==> config.mk <==
export PLATFORM = sky130hd
export DESIGN_NAME = display_scan_ctrl
export DESIGN_NICKNAME = d
export VERILOG_FILES = /design/src/rtl/display_pkg.sv /design/src/rtl/decimal_display.sv /design/src/rtl/display_scan_ctrl.sv
export SDC_FILE = /design/constraint.sdc
export NUM_CORES = 1
export LEC_CHECK = 0
export ABC_CLOCK_PERIOD_IN_PS = 5110
export CAP_MARGIN = 20
export CORE_MARGIN = 2
export CORE_UTILIZATION = 45
export CTS_CLUSTER_DIAMETER = 40
export CTS_CLUSTER_SIZE = 30
export DETAILED_ROUTE_END_ITERATION = 16
export PLACE_DENSITY = 0.71
export SLEW_MARGIN = 20
export SYNTH_ARGS = -nofsm -noshare
export SYNTH_HDL_FRONTEND = slang
export SYNTH_SLANG_ARGS = --single-unit
export TNS_END_PERCENT = 20
==> constraint.sdc <==
create_clock -name clk -period 5.11 [get_ports clk]
set_input_delay 1.022 -clock clk [delete_from_list [all_inputs] [get_ports clk]]
set_output_delay 1.022 -clock clk [all_outputs]
set_load 0.02 [all_outputs]
==> src/rtl/display_pkg.sv <==
// Shared types and segment constants for the calculator display scanner.
// Segment patterns are active low, bit order gfedcba.
package display_pkg;

    typedef enum logic [0:0] {
        SHOW_ENTRY  = 1'b0,
        SHOW_RESULT = 1'b1
    } mode_e;

    localparam logic [6:0] SEG_BLANK = 7'b111_1111;
    localparam logic [6:0] SEG_E     = 7'b000_0110;
    localparam logic [6:0] SEG_R     = 7'b010_1111;
    localparam logic [3:0] AN_OFF    = 4'b1111;
    localparam logic [5:0] MAX_VAL   = 6'd30;

    function automatic logic [6:0] seg_digit(input logic [3:0] d);
        logic [6:0] p;
        case (d)
            4'd0:    p = 7'b100_0000;
            4'd1:    p = 7'b111_1001;
            4'd2:    p = 7'b010_0100;
            4'd3:    p = 7'b011_0000;
            4'd4:    p = 7'b001_1001;
            4'd5:    p = 7'b001_0010;
            4'd6:    p = 7'b000_0010;
            4'd7:    p = 7'b111_1000;
            4'd8:    p = 7'b000_0000;
            4'd9:    p = 7'b001_0000;
            default: p = SEG_BLANK;
        endcase
        return p;
    endfunction

endpackage

==> src/rtl/decimal_display.sv <==
// Combinational 0..30 to two-digit 7-segment decoder (active low).
// Tens digit is blanked below 10; both digits blank for out-of-range values.
module decimal_display
    import display_pkg::*;
(
    input  logic [5:0] value,
    output logic [6:0] segments1,
    output logic [6:0] segments2
);

    logic [3:0] ones;
    logic [3:0] tens;

    assign ones = 4'(value % 6'd10);
    assign tens = 4'(value / 6'd10);

    always_comb begin
        segments1 = SEG_BLANK;
        segments2 = SEG_BLANK;
        if (value <= MAX_VAL) begin
            segments1 = seg_digit(ones);
            if (value >= 6'd10) begin
                segments2 = seg_digit(tens);
            end
        end
    end

endmodule

==> src/rtl/display_scan_ctrl.sv <==
// 4-digit multiplexed display controller: entry/result arbitration with result hold,
// digit scan prescaler and registered anode/segment drive.
//
// state       | meaning
// ------------+-----------------------------------------------------------
// SHOW_ENTRY  | display the live entry_val, top digit shows 'E'
// SHOW_RESULT | display latched result for the hold time, top digit shows 'r'
module display_scan_ctrl
    import display_pkg::*;
#(
    parameter int SCAN_DIV    = 100000,
    parameter int HOLD_CYCLES = 200000000
) (
    input  logic       clk,
    input  logic       rst_n,
    input  logic [5:0] entry_val,
    input  logic       entry_strobe,
    input  logic [5:0] result_val,
    input  logic       result_strobe,
    output logic [3:0] an,
    output logic [6:0] seg,
    output logic       dp,
    output logic       showing_result
);

    localparam int PRE_W  = $clog2(SCAN_DIV);
    localparam int HOLD_W = (HOLD_CYCLES > 1) ? $clog2(HOLD_CYCLES) : 1;
    localparam logic [PRE_W-1:0]  PRE_MAX  = PRE_W'(SCAN_DIV - 1);
    localparam logic [HOLD_W-1:0] HOLD_MAX = HOLD_W'(HOLD_CYCLES - 1);

    if (SCAN_DIV < 2) begin : g_bad_scan_div
        $error("display_scan_ctrl: SCAN_DIV must be >= 2");
    end
    if (HOLD_CYCLES < 1) begin : g_bad_hold_cycles
        $error("display_scan_ctrl: HOLD_CYCLES must be >= 1");
    end

    logic [PRE_W-1:0]  pre_cnt;
    logic              scan_tick;
    logic [1:0]        digit_idx;
    mode_e             state;
    mode_e             state_nxt;
    logic [HOLD_W-1:0] hold_cnt;
    logic [HOLD_W-1:0] hold_nxt;
    logic [5:0]        result_lat;
    logic [5:0]        lat_nxt;
    logic [5:0]        disp_val;
    logic [6:0]        seg_ones;
    logic [6:0]        seg_tens;
    logic [3:0]        an_nxt;
    logic [6:0]        seg_nxt;

    assign scan_tick = (pre_cnt == PRE_MAX);

    always_ff @(posedge clk or negedge rst_n) begin
        if (!rst_n) begin
            pre_cnt   <= '0;
            digit_idx <= 2'd0;
        end else begin
            pre_cnt <= scan_tick ? '0 : pre_cnt + PRE_W'(1);
            if (scan_tick) begin
                digit_idx <= digit_idx + 2'd1;
            end
        end
    end

    // A result strobe always wins over a keypress, in either state.
    always_comb begin
        state_nxt = state;
        hold_nxt  = hold_cnt;
        lat_nxt   = result_lat;
        case (state)
            SHOW_ENTRY: begin
                if (result_strobe) begin
                    lat_nxt   = result_val;
                    hold_nxt  = HOLD_MAX;
                    state_nxt = SHOW_RESULT;
                end
            end
            SHOW_RESULT: begin
                if (result_strobe) begin
                    lat_nxt  = result_val;
                    hold_nxt = HOLD_MAX;
                end else if (entry_strobe) begin
                    state_nxt = SHOW_ENTRY;
                end else if (hold_cnt == '0) begin
                    state_nxt = SHOW_ENTRY;
                end else begin
                    hold_nxt = hold_cnt - HOLD_W'(1);
                end
            end
            default: state_nxt = SHOW_ENTRY;
        endcase
    end

    always_ff @(posedge clk or negedge rst_n) begin
        if (!rst_n) begin
            state          <= SHOW_ENTRY;
            hold_cnt       <= '0;
            result_lat     <= 6'd0;
            showing_result <= 1'b0;
        end else begin
            state          <= state_nxt;
            hold_cnt       <= hold_nxt;
            result_lat     <= lat_nxt;
            showing_result <= (state_nxt == SHOW_RESULT);
        end
    end

    assign disp_val = (state == SHOW_RESULT) ? result_lat : entry_val;

    decimal_display u_decimal_display (
        .value     (disp_val),
        .segments1 (seg_ones),
        .segments2 (seg_tens)
    );

    always_comb begin
        an_nxt  = AN_OFF;
        seg_nxt = SEG_BLANK;
        case (digit_idx)
            2'd0: begin
                an_nxt  = 4'b1110;
                seg_nxt = seg_ones;
            end
            2'd1: begin
                an_nxt  = 4'b1101;
                seg_nxt = seg_tens;
            end
            2'd2: begin
                an_nxt  = 4'b1011;
                seg_nxt = SEG_BLANK;
            end
            default: begin
                an_nxt  = 4'b0111;
                seg_nxt = (state == SHOW_RESULT) ? SEG_R : SEG_E;
            end
        endcase
    end

    always_ff @(posedge clk or negedge rst_n) begin
        if (!rst_n) begin
            an  <= AN_OFF;
            seg <= SEG_BLANK;
        end else begin
            an  <= an_nxt;
            seg <= seg_nxt;
        end
    end

    assign dp = 1'b1;

endmodule

---- After elaboration in Yosys (flattened, before gate mapping) ----
Memories as Yosys holds them, arrays and structs flattened.
Index checks and enable logic that the tools add are counted.
operators by class
  $mul .................................... 0
  shifts and indexed selects .............. 0
  order comparisons ....................... 2
  add/sub/neg operators ................... 3
  mux-type cells .......................... 19
  bitwise operators ....................... 1
  reductions and logical operators ........ 3
  equal/unequal tests ..................... 6
  divide/modulo/power cells ............... 2
operators with widths
  operator                                                                             count
  28-bit two-way mux                                                                   4
  28-bit one-hot mux with 2 select lines                                               1
  28-bit zero test                                                                     1
  28-bit by 1-bit subtractor with 28-bit output, second input constant                 1
  7-bit two-way mux                                                                    3
  7-bit one-hot mux with 3 select lines                                                1
  6-bit two-way mux                                                                    3
  17-bit by 1-bit adder with 17-bit output, second input constant                      1
  17-bit == test, second input constant                                                1
  17-bit two-way mux                                                                   1
  4-bit one-hot mux with 3 select lines                                                1
  6-bit by 4-bit divider with 6-bit output, second input constant                      1
  6-bit by 4-bit greater-or-equal comparator with 1-bit output, second input constant  1
  6-bit by 5-bit less-or-equal comparator with 1-bit output, second input constant     1
  6-bit by 4-bit modulo with 6-bit output, second input constant                       1
  3-bit inequality test, second input constant                                         2
  1-bit two-way mux                                                                    4
  3-bit AND reduction                                                                  1
  2-bit by 1-bit adder with 2-bit output, second input constant                        1
  2-bit by 1-bit == test with 1-bit output, second input constant                      1
  2-bit == test, second input constant                                                 1
  2-bit zero test                                                                      1
  2-bit inequality test, second input constant                                         1
  1-bit one-hot mux with 2 select lines                                                1
  1-bit inverter                                                                       1
word-level totals
  RAM bits ................................ 0
  memories ................................ 2
  bits in read-only memories .............. 224
  word-level logic and storage cells ...... 45
  bits in latches ......................... 0
  input port bits ......................... 16
  flip-flop bits (word level) ............. 65
memories
  name             depth  bits a word  rd ports  clocked after Yosys merged registers in  write ports  RTL line           RTL
  (no name shown)  16     7            1         0                                        0            display_pkg.sv:18  case (d)
  (no name shown)  16     7            1         0                                        0            display_pkg.sv:18

---- Depth between registers and ports, before layout ----
An unclocked memory read counts as a cell.
  depth in word-level cells ............... 6
  depth in mapped cells ................... 16

---- By module ----
A second synthesis with hierarchy kept.
unflattened totals
  cells, all modules ...................... 391
  area total of the unflattened synthesis .. 3,916.3 sq um
modules (own cells, without submodules)
  module             area an instance (sq um)  cells an instance  times used
  display_scan_ctrl  3,255.6                   302                1
  decimal_display    660.6                     89                 1

---- Worst setup path before layout ----
OpenSTA, ideal clock, no wires.
  path kind ............................... input port to flip-flop
  from .................................... input port entry_val[3]
  to ...................................... register seg[5]
  stages on the path ...................... 15
  data required time ...................... 5,030 ps
  arrival ................................. 3,974 ps
  setup slack ............................. 1,056 ps
  setup time .............................. 80 ps
  path through ............................ mux2i_2 > inv_1 > ha_1 > nand2_1 > o32ai_1 > or2_2 > clkbuf_1 > a21oi_1 > xnor2_1 > inv_1 > ha_1 > or3_1 > a21oi_1 > o31ai_1 > a21boi_0
on the way
  word-level cells in the longest chain between the ends .. 6
  elaborated cells on any way between the ends .. 11
  classes of those cells .................. div (2); order compare (2); mux (5); memory (2)
ends and longest elaborated chain
  what                                      RTL line                  RTL
  start: declaration                        display_scan_ctrl.sv:16   input logic [5:0] entry_val,
  6-bit two-way mux *                       display_scan_ctrl.sv:110  assign disp_val = (state == SHOW_RESULT) ? result_lat : entry_val;
  6-bit by 4-bit divider with 6-bit output  decimal_display.sv:15     assign tens = 4'(value / 6'd10);
  memory 16 x 7 bit                         -
  7-bit two-way mux                         decimal_display.sv:22     if (value >= 6'd10) begin
  7-bit two-way mux                         decimal_display.sv:20     if (value <= MAX_VAL) begin
  7-bit one-hot mux with 3 select lines *   display_scan_ctrl.sv:121  case (digit_idx)
  named net seg_nxt[5]                      display_scan_ctrl.sv:51   logic [6:0] seg_nxt;
  end signal: assignment                    display_scan_ctrl.sv:147  seg <= seg_nxt;
  end: declaration                          display_scan_ctrl.sv:21   output logic [6:0] seg,
Mark *: on every way through the listed nets, which the timed path passes. The rest lies on a longest branch.
A chain may end at the register's enable or synchronous reset.

---- Worst setup path in the final report ----
Same ends and word-level chain as after synthesis.

==> flow_summary.json <==
{
  "port_buffers": 27,
  "yosysWarnings": 0,
  "path_max_fanout": 9,
  "crit_type": "in -> reg",
  "clk_pin_slew_worst_paths_ns": 0.08,
  "setup_slack_ns": 0.568,
  "setup_viol_count_final": 0,
  "leakagePower_nw": 1.72,
  "power_density_nw_per_um2": 290,
  "max_slew_margin": 0.532,
  "placed_area_sq_um": 4170,
  "required_ns": 5.38,
  "whs_ns": 0.479,
  "synth_top_family_by_area": "simple AND/OR/NAND/NOR gates",
  "synth.most_common_cell": "dfrtp_1",
  "synth_top_cell_area_share": 0.355,
  "syn_nets": 440,
  "die_h_microns": 96.0,
  "core-area_sq_um": 8220,
  "numClockSinks": 65,
  "synth_cell_types": 58,
  "grt_pass1_vias": 2903,
  "grt_start_max_net_pins": 47,
  "clk_latency_ns": 0.35,
  "initialDrtViolationCount": 201,
  "nFillCells": 744,
  "dp_slack_ns": 0.278,
  "arrival_ns": 4.82,
  "holdBufCountCts": 0,
  "post_cts_resized": 0,
  "layout-area-overhead-vs-synth_pct": 13.9,
  "synth-edff-count": 0,
  "cts_buffer_depth": 2,
  "grtUsageMet1": 0.255,
  "synth_fa_ha_area_frac": 0.0624,
  "drt-pass1-iter-count": 5,
  "drc_errors": 0,
  "drv_cap": 0,
  "max_slew.worst_pin.slew_ns": 0.683,
  "grt.met2_usage": 0.286,
  "cp-start-kind": "input pin",
  "endpoint_kind": "flop",
  "ir_drop_mv": 0.208,
  "busiest_layer": "met2",
  "fin_setup_tns_ns": 0,
  "grt_use_met3": 0.0454,
  "synth_xor_area_frac": 0.0713,
  "rsz0062_at_grt": "false",
  "final_layout_size_suffix_gt1_frac": 0.126,
  "p_seq_frac": 0.445,
  "fmax_mhz": 220,
  "pwr-share-clk": 0.307,
  "synth-main-ff-cell": "dfrtp_1",
  "start_util": 0.464,
  "switchingPower_mw": 0.404,
  "synth_area_leader_cell": "dfrtp_1",
  "hold_viol_final": 0,
  "post-place-cells": 527,
  "vias_per_cell": 5.51,
  "switching_share": 0.322,
  "synth_compound_area_frac": 0.125,
  "postCtsSetupRepairBufs": 0,
  "netlist_instances": 405,
  "synth_area_sq_um": 3810,
  "cts_buffers": 9,
  "yosys.area_share.simple": 0.218,
  "yosys_register_bits": 65,
  "synthTopCellsByArea": "dfrtp_1 35%, dfstp_2 7.6%, ha_1 6.2%, xnor2_1 4.4%, nand2_1 3.8%",
  "synthArstFlopShare": 1.00,
  "grt.total_usage": 0.185,
  "dp_hpwl_microns": 5390,
  "grt_pass1_wl_microns": 13200,
  "drv_slew": 0,
  "internal_power_mw": 0.852,
  "cts_tree": "yes",
  "place.gp.congestion": 1.00,
  "p_comb_frac": 0.248,
  "grt_remaining_overflow": 0,
  "ys_seq_area_frac": 0.431,
  "finalCritPeriodShare": 0.889,
  "syn_avg_cell_area_sq_um": 9.41,
  "drtAntennaViolNets": 0,
  "nets": 468,
  "wl_per_cell_microns": 14.2,
  "synth_common_cells": "54 x dfrtp_1, 39 x nand2_1, 32 x nor2_1",
  "grt_antenna_before_repair": 0,
  "num_vias": 2994,
  "num_antenna_cells": 0,
  "die_w_microns": 96.0,
  "h-tree-depth": 3,
  "final_cells": 543,
  "wirelength_microns": 7710,
  "pin_count": 29,
  "stdcell_area_sq_um": 4340,
  "finalClockSkew_ns": 0.0148,
  "dieArea_sq_um": 9220,
  "synth_mux_area_frac": 0.0552,
  "rows": 33,
  "root_buffer": "clkbuf_8",
  "hold_path_class": "reg -> reg",
  "period_needed_ns": 4.54,
  "status": "complete, no violations"
}
## critical path, stage by stage
cell and delay (ns):
clkdlybuf4s50_1 0.41, mux2i_2 0.40, inv_1 0.22, ha_1 0.39
o211ai_1 0.20, o311a_1 0.24, a31oi_1 0.14, a21oi_1 0.44
xnor2_1 0.24, inv_1 0.13, ha_1 0.23, or3_1 0.37
a21oi_1 0.13, o31ai_1 0.08, a21boi_0 0.18
## kinds of logic (layout without fill, tap and decap cells)
logic type	Yosys count	count (layout)
xor gates and xnor gates	31	31
adders and majority gates	19	19
and+or+nand+nor	163	163
DFF	65	65
other	1	1
buffers and inverters	33	66
AOI/OAI and AO/OA	74	74
muxes	19	19
## state kept, by name, indices dropped and copies added, names as in the netlist
signal / flops
an: 4
seg: 7
state: 1
pre_cnt: 17
hold_cnt: 28
digit_idx: 2
result_lat: 6
## layout make-up
type / instances / area [sq um] / share of cell area
multi-input combinational: 307 / 2030 / 0.468
sequential: 65 / 1640 / 0.378
timing repair buffer: 30 / 288 / 0.0663
tap: 105 / 131 / 0.0303
clock buffer: 9 / 124 / 0.0286
inverter: 20 / 75.1 / 0.0173
clock inverter: 7 / 47.5 / 0.0110
## per-stage QoR
step                total power, mW  utilization
floorplan                     0.772            -
global placement              0.868        0.507
detailed placement            0.873        0.507
CTS                            1.26        0.528
global route                   1.32        0.528
finish                         1.26        0.528
## power groups by stage
stage / Sequential, mW / Clock (mW) / Combinational (mW)
2_1_floorplan: 0.592 / 0 / 0.180
6_report: 0.559 / 0.385 / 0.312
3_3_place_gp: 0.568 / 0 / 0.300
3_5_place_dp: 0.568 / 0 / 0.304
4_1_cts: 0.559 / 0.396 / 0.307
5_1_grt: 0.562 / 0.420 / 0.337
## cells in the final DEF (no fill, tap or decap), types with 3 or more instances in the layout
cell type,count
or3_1,9
nand2_1,39
dfrtp_1,54
xor2_1,12
nand4_1,6
nand3_1,17
buf_4,3
a21oi_1,21
nand2b_1,13
xnor2_1,19
mux2i_1,7
clkinv_2,3
nor2_1,32
dfstp_2,11
ha_1,19
clkbuf_8,9
mux2_2,10
or2_2,6
and3_1,4
clkdlybuf4s50_1,26
inv_1,20
o21ai_0,23
nor4_1,5
nor3b_1,3
nor2b_1,5
nor3_1,14
## path summary, 6_finish.rpt
path	startpoint	end	slack (ns)	cells after the start
max	entry_val[3]	seg[5]	0.57	15
min reg2reg	pre_cnt[4]	pre_cnt[4]	0.48	1
max in group asynchronous	rst_n	seg[2]	3.56	2
min	pre_cnt[4]	pre_cnt[4]	0.48	1
min in group asynchronous	rst_n	hold_cnt[21]	0.61	1
max reg2reg	state	seg[5]	1.12	14
## metal layers
metal,wire [microns],vias up,part of all wire
li1,-,1472,-
met1,3880,1433,0.50
met2,3340,81,0.43
met3,388,8,0.050
met4,95,0,0.012
met5,0,-,0
Note: power is estimated with default switching activity, not from simulation.
